==> src/rtl/instruction_fetch.sv <==
// Instruction fetch front end: drives the PC into a 1-cycle synchronous ROM and
// buffers returned words in a 2-entry FIFO presented to decode via valid/ready.
module instruction_fetch #(
    parameter int                     MEMORY_BITS = 8,
    parameter logic [MEMORY_BITS-1:0] RESET_PC    = '0
) (
    input  logic                   clk,
    input  logic                   rst,
    output logic [MEMORY_BITS-1:0] imem_pc,
    input  logic [MEMORY_BITS-1:0] imem_instruction,
    output logic [MEMORY_BITS-1:0] instruction,
    output logic [MEMORY_BITS-1:0] instruction_pc,
    output logic                   instruction_valid,
    input  logic                   instruction_ready,
    input  logic                   redirect_valid,
    input  logic [MEMORY_BITS-1:0] redirect_pc,
    input  logic                   halt
);

    logic [MEMORY_BITS-1:0] fetch_pc;
    logic [MEMORY_BITS-1:0] pending_pc;
    logic                   pending;
    logic [MEMORY_BITS-1:0] fifo_word [2];
    logic [MEMORY_BITS-1:0] fifo_pc   [2];
    logic                   wr_ptr;
    logic                   rd_ptr;
    logic [1:0]             count;

    logic                   pop;
    logic                   push;
    logic                   issue;
    logic [2:0]             occupancy;

    assign pop       = instruction_valid && instruction_ready;
    // Words already owed to the buffer after this cycle's pop; issuing only
    // when at most one is owed keeps the in-flight word from overflowing.
    assign occupancy = {1'b0, count} + {2'b00, pending} - {2'b00, pop};
    assign issue     = !halt && !redirect_valid && (occupancy <= 3'd1);
    assign push      = pending && !redirect_valid;

    assign imem_pc           = fetch_pc;
    assign instruction_valid = (count != 2'd0);
    assign instruction       = fifo_word[rd_ptr];
    assign instruction_pc    = fifo_pc[rd_ptr];

    always_ff @(posedge clk or posedge rst) begin
        if (rst) begin
            fetch_pc   <= RESET_PC;
            pending    <= 1'b0;
            pending_pc <= '0;
            count      <= 2'd0;
            wr_ptr     <= 1'b0;
            rd_ptr     <= 1'b0;
            for (int i = 0; i < 2; i++) begin
                fifo_word[i] <= '0;
                fifo_pc[i]   <= '0;
            end
        end else if (redirect_valid) begin
            // Flush buffered and in-flight words; a same-cycle pop is simply absorbed.
            fetch_pc <= redirect_pc;
            pending  <= 1'b0;
            count    <= 2'd0;
            wr_ptr   <= 1'b0;
            rd_ptr   <= 1'b0;
        end else begin
            pending <= issue;
            if (issue) begin
                fetch_pc   <= fetch_pc + MEMORY_BITS'(1);
                pending_pc <= fetch_pc;
            end
            if (push) begin
                fifo_word[wr_ptr] <= imem_instruction;
                fifo_pc[wr_ptr]   <= pending_pc;
                wr_ptr            <= ~wr_ptr;
            end
            if (pop) begin
                rd_ptr <= ~rd_ptr;
            end
            count <= count + {1'b0, push} - {1'b0, pop};
        end
    end

endmodule

==> config.mk <==
export PLATFORM = sky130hd
export DESIGN_NAME = instruction_fetch
export DESIGN_NICKNAME = d
export VERILOG_FILES = /design/src/rtl/instruction_fetch.sv
export SDC_FILE = /design/constraint.sdc
export NUM_CORES = 1
export LEC_CHECK = 0
export ABC_AREA = 1
export CAP_MARGIN = 20
export CORE_MARGIN = 1.5
export CORE_UTILIZATION = 55
export CTS_BUF_LIST = sky130_fd_sc_hd__clkbuf_4
export CTS_CLUSTER_DIAMETER = 120
export DETAILED_ROUTE_END_ITERATION = 16
export PLACE_DENSITY = 0.83
export SLEW_MARGIN = 10
export SYNTH_ARGS = -nofsm -noshare
export SYNTH_HDL_FRONTEND = slang
export SYNTH_SLANG_ARGS = --single-unit
==> constraint.sdc <==
create_clock -name clk -period 3.4 [get_ports clk]
set_input_delay 0.68 -clock clk [delete_from_list [all_inputs] [get_ports clk]]
set_output_delay 0.68 -clock clk [all_outputs]
set_load 0.01 [all_outputs]
==> results.tsv <==
stage	metric	value	unit
status	status	finished with violations	
status	failing checks	DRC	
finish	Nets	379	
setup_path	Critical-path top delay cell	clkdlybuf4s50_1	
power	P_sw	0.990	mW
finish	share of cells above drive strength 1	8.76	%
sta	final hold vios	0	
sta	RSZ-0062 raised after global routing	false	
die	Starting Density	58.0	%
setup_path	Worst setup SP type	flop	
setup_path	CP max FO	19	
die	# rows	24	
clocking	total clock sinks	53	
yosys	sequential element share of the synthesized area	51.5	%
clocking	Max Root-Sink Buffers	2	
grt	Top Usage Layer GRT	met2	
grt	largest net degree at the start of global routing	52	
die	Vert. Die Dim	71.4	um
detailed_routing	Remaining DRCs	1	
yosys	post-synth top area cell	dfrtp_1	
die	die width	71.4	um
finish	Antenna Diode Count	0	
grt	vias in the first global route	1908	
die	Ports	46	
run	Max-cap violations	0	
setup_path	CP Buf/Inv Count	3	
grt	met1 Use GR	26.4	%
sta	setup_tns	0	ps
detailed_routing	wire per inst	11.8	um
yosys	Syn Inst Count	310	
setup_path	critical-path cell list	buf_4 -> inv_1 -> nand2_1 -> nand2_1 -> clkdlybuf4s50_1	
setup_path	RR Startpoint	count[1]$_DFF_PP0_	
finish	area delta synth->final	19.9	%
clocking	hold_buf cts	0	
yosys	synth warn	0	
power	Clk network pwr share	10.4	%
finish	Final Core Density	69.5	%
setup_path	reg2reg setup slack	1050	ps
power	Internal Power	1.54	mW
sta	hold slack	454	ps
setup_path	crit path DAT	2120	ps
detailed_routing	DR vias	2064	
setup_path	Worst EP required	2720	ps
hold_path	Min-Delay Path Class	in -> async	
yosys	Synth top area share	51.5	%
detailed_routing	ANT nets after route	0	
clocking	root buf cell	clkbuf_4	
grt	met2 Usage GRT	35.5	%
grt	GR Overflow Total	0	
power	VDD IR-drop max	0.000422	V
power	Reg power frac	42.9	%
yosys	Synth Cell Area	2580	um2
sta	Max Slew Vio Count	0	
grt	GRT Resource Usage Total	20.6	%
place	PortBufs	45	
clocking	CTS tree	done	
yosys	post-synth cell types	24	
yosys	syn_nets	336	
sta	setup ws final	599	ps
sta	worst slew pin tran	615	ps
clocking	clock latency on the worst-skew pair	370	ps
clocking	CTS clk-pin slew, worst paths	130	ps
clocking	htree depth	2	
yosys	synth top area cells	dfrtp_1, nand2_1, o21ai_0	
clocking	Gates resized, CTS repair	0	
power	PD cells	818	nW/um2
setup_path	crit-path max cell delay	540	ps
place	RePlAce Congestion	0.880	
setup_path	cell mode on critical path	nand2_1	
detailed_routing	drt first pass iters	12	
setup_path	Setup crit end kind	output pin	
power	Total Power	2.53	mW
sta	clk_skew	6.57	ps
die	core region area	4440	um2
power	Leak	1.53	nW
place	pre-CTS setup slack	371	ps
sta	min cycle time layout	2800	ps
die	die area	5100	um2
clocking	setup bufs post-CTS	0	
sta	final worst path period share	82.4	%
yosys	syn avg cell area	8.31	um2
setup_path	Crit Path Class	reg -> out	
sta	final setup fails	0	
detailed_routing	DRT Wirelength	4790	um
grt	global-route wire length before repair	8390	um
power	Net Sw Frac	39.2	%
sta	slew margin rel.	59.0	%
grt	GR Layer Usage met3	4.22	%
setup_path	Worst R2R End	pending_pc[0]$_DFFE_PP0P_	
detailed_routing	post-DR vias/cell	5.08	
place	DP HPWL	3290	um
yosys	Synth Register Bits	53	
power	Comb pwr share	46.7	%
setup_path	R2R cell count	11	
setup_path	crit-path leading delay family	buffers and inverters	
clocking	TritonCTS buffer count	5	
sta	fmax	0.357	GHz
setup_path	Worst Setup SP	rd_ptr$_DFFE_PP0P_	
detailed_routing	drt initial violations	181	
grt	initial antenna violation count	0	
per-layer routing:
layer | vias up | routed length (um)
met1 | 964 | 2190
met5 | - | 0
met4 | 0 | 67
met3 | 6 | 175
li1 | 1052 | -
met2 | 42 | 2360
final cells by class:
| class | count | area [um2] |
|---|---|---|
| Clock buffer | 5 | 37.5 |
| Clock inverter | 3 | 12.5 |
| Fill cell | 396 | 1360 |
| Inverter | 30 | 115 |
| Multi-Input combinational cell | 213 | 1040 |
| Sequential cell | 53 | 1330 |
| Tap cell | 52 | 65.1 |
| Timing Repair Buffer | 50 | 488 |
layout by cell type, fill, tap and decap left out:
| cell | count |
|---|---|
| o21ai_2 | 16 |
| nand2_1 | 123 |
| o21bai_1 | 1 |
| a21boi_0 | 2 |
| nand3_1 | 18 |
| o21a_1 | 1 |
| clkinv_2 | 1 |
| fa_1 | 1 |
| clkdlybuf4s50_1 | 45 |
| clkbuf_4 | 5 |
| dfrtp_1 | 53 |
| nand2_2 | 1 |
| inv_4 | 1 |
| inv_2 | 1 |
| inv_1 | 28 |
| a21oi_1 | 2 |
| nor2_1 | 9 |
| xnor2_1 | 3 |
| xor2_1 | 2 |
| buf_4 | 5 |
| ha_1 | 4 |
| nor2_4 | 1 |
| or2_1 | 1 |
| clkinv_1 | 2 |
| o21ai_0 | 28 |
sequential cells by signal (all words and copies together), names as in the netlist:
register	cells
wr_ptr	1
imem_pc	8
fifo_pc	16
count	2
pending_pc	8
pending	1
rd_ptr	1
fifo_word	16
worst reg2reg max path: cells and delay by family, from the launching register on:
kind,cells,cell delay (ps)
compound gates,3,400
fa+ha+maj,2,650
buf+inv,2,280
flops,1,500
simple gates,4,460
worst max path at each step:
stage	to	slack [ps]	depth (start not counted)
2_1_floorplan	pending_pc[0]$_DFFE_PP0P_	1150	10
3_3_place_gp	imem_pc[7]$_DFFE_PP0P_	530	12
3_5_place_dp	pending_pc[0]$_DFFE_PP0P_	370	12
4_1_cts	instruction_pc[2]	570	5
5_1_grt	instruction_pc[3]	460	5
6_report	instruction_pc[2]	600	5
cells in the mapped netlist, drive strengths merged:
cell,n
xnor2,3
or2,1
nand3,18
nand2,124
clkbuf,4
dfrtp,53
buf,10
a21boi,2
o21bai,1
o21ai,44
ha,4
xor2,2
inv,30
nor2,10
o21a,1
a21oi,2
fa,1
cells by family after synthesis:
logic type	after synthesis	synth area share, %
AO/OA/AOI/OAI	50	12.4
XOR/XNOR	5	1.70
adder cells (fa/ha/maj)	5	2.72
buffers and inverters	44	8.01
flip-flops	53	51.5
AND/OR/NAND/NOR	153	23.7
power groups by stage:
stage          combinational, mW  sequential [mW]  clock, mW
2_1_floorplan              0.765             1.06          0
3_3_place_gp                1.15             1.09          0
3_5_place_dp                1.19             1.10          0
4_1_cts                     1.20             1.09      0.271
5_1_grt                     1.34             1.12      0.288
6_report                    1.18             1.08      0.262
metrics by stage:
step           std cells  cell area [um2]
5_1_grt              406             3090
3_5_place_dp         398             3040
2_1_floorplan        310             2580
4_1_cts              406             3090
3_3_place_gp         398             3040
6_report             406             3090
No activity file was read; power rests on OpenSTA's default activity.
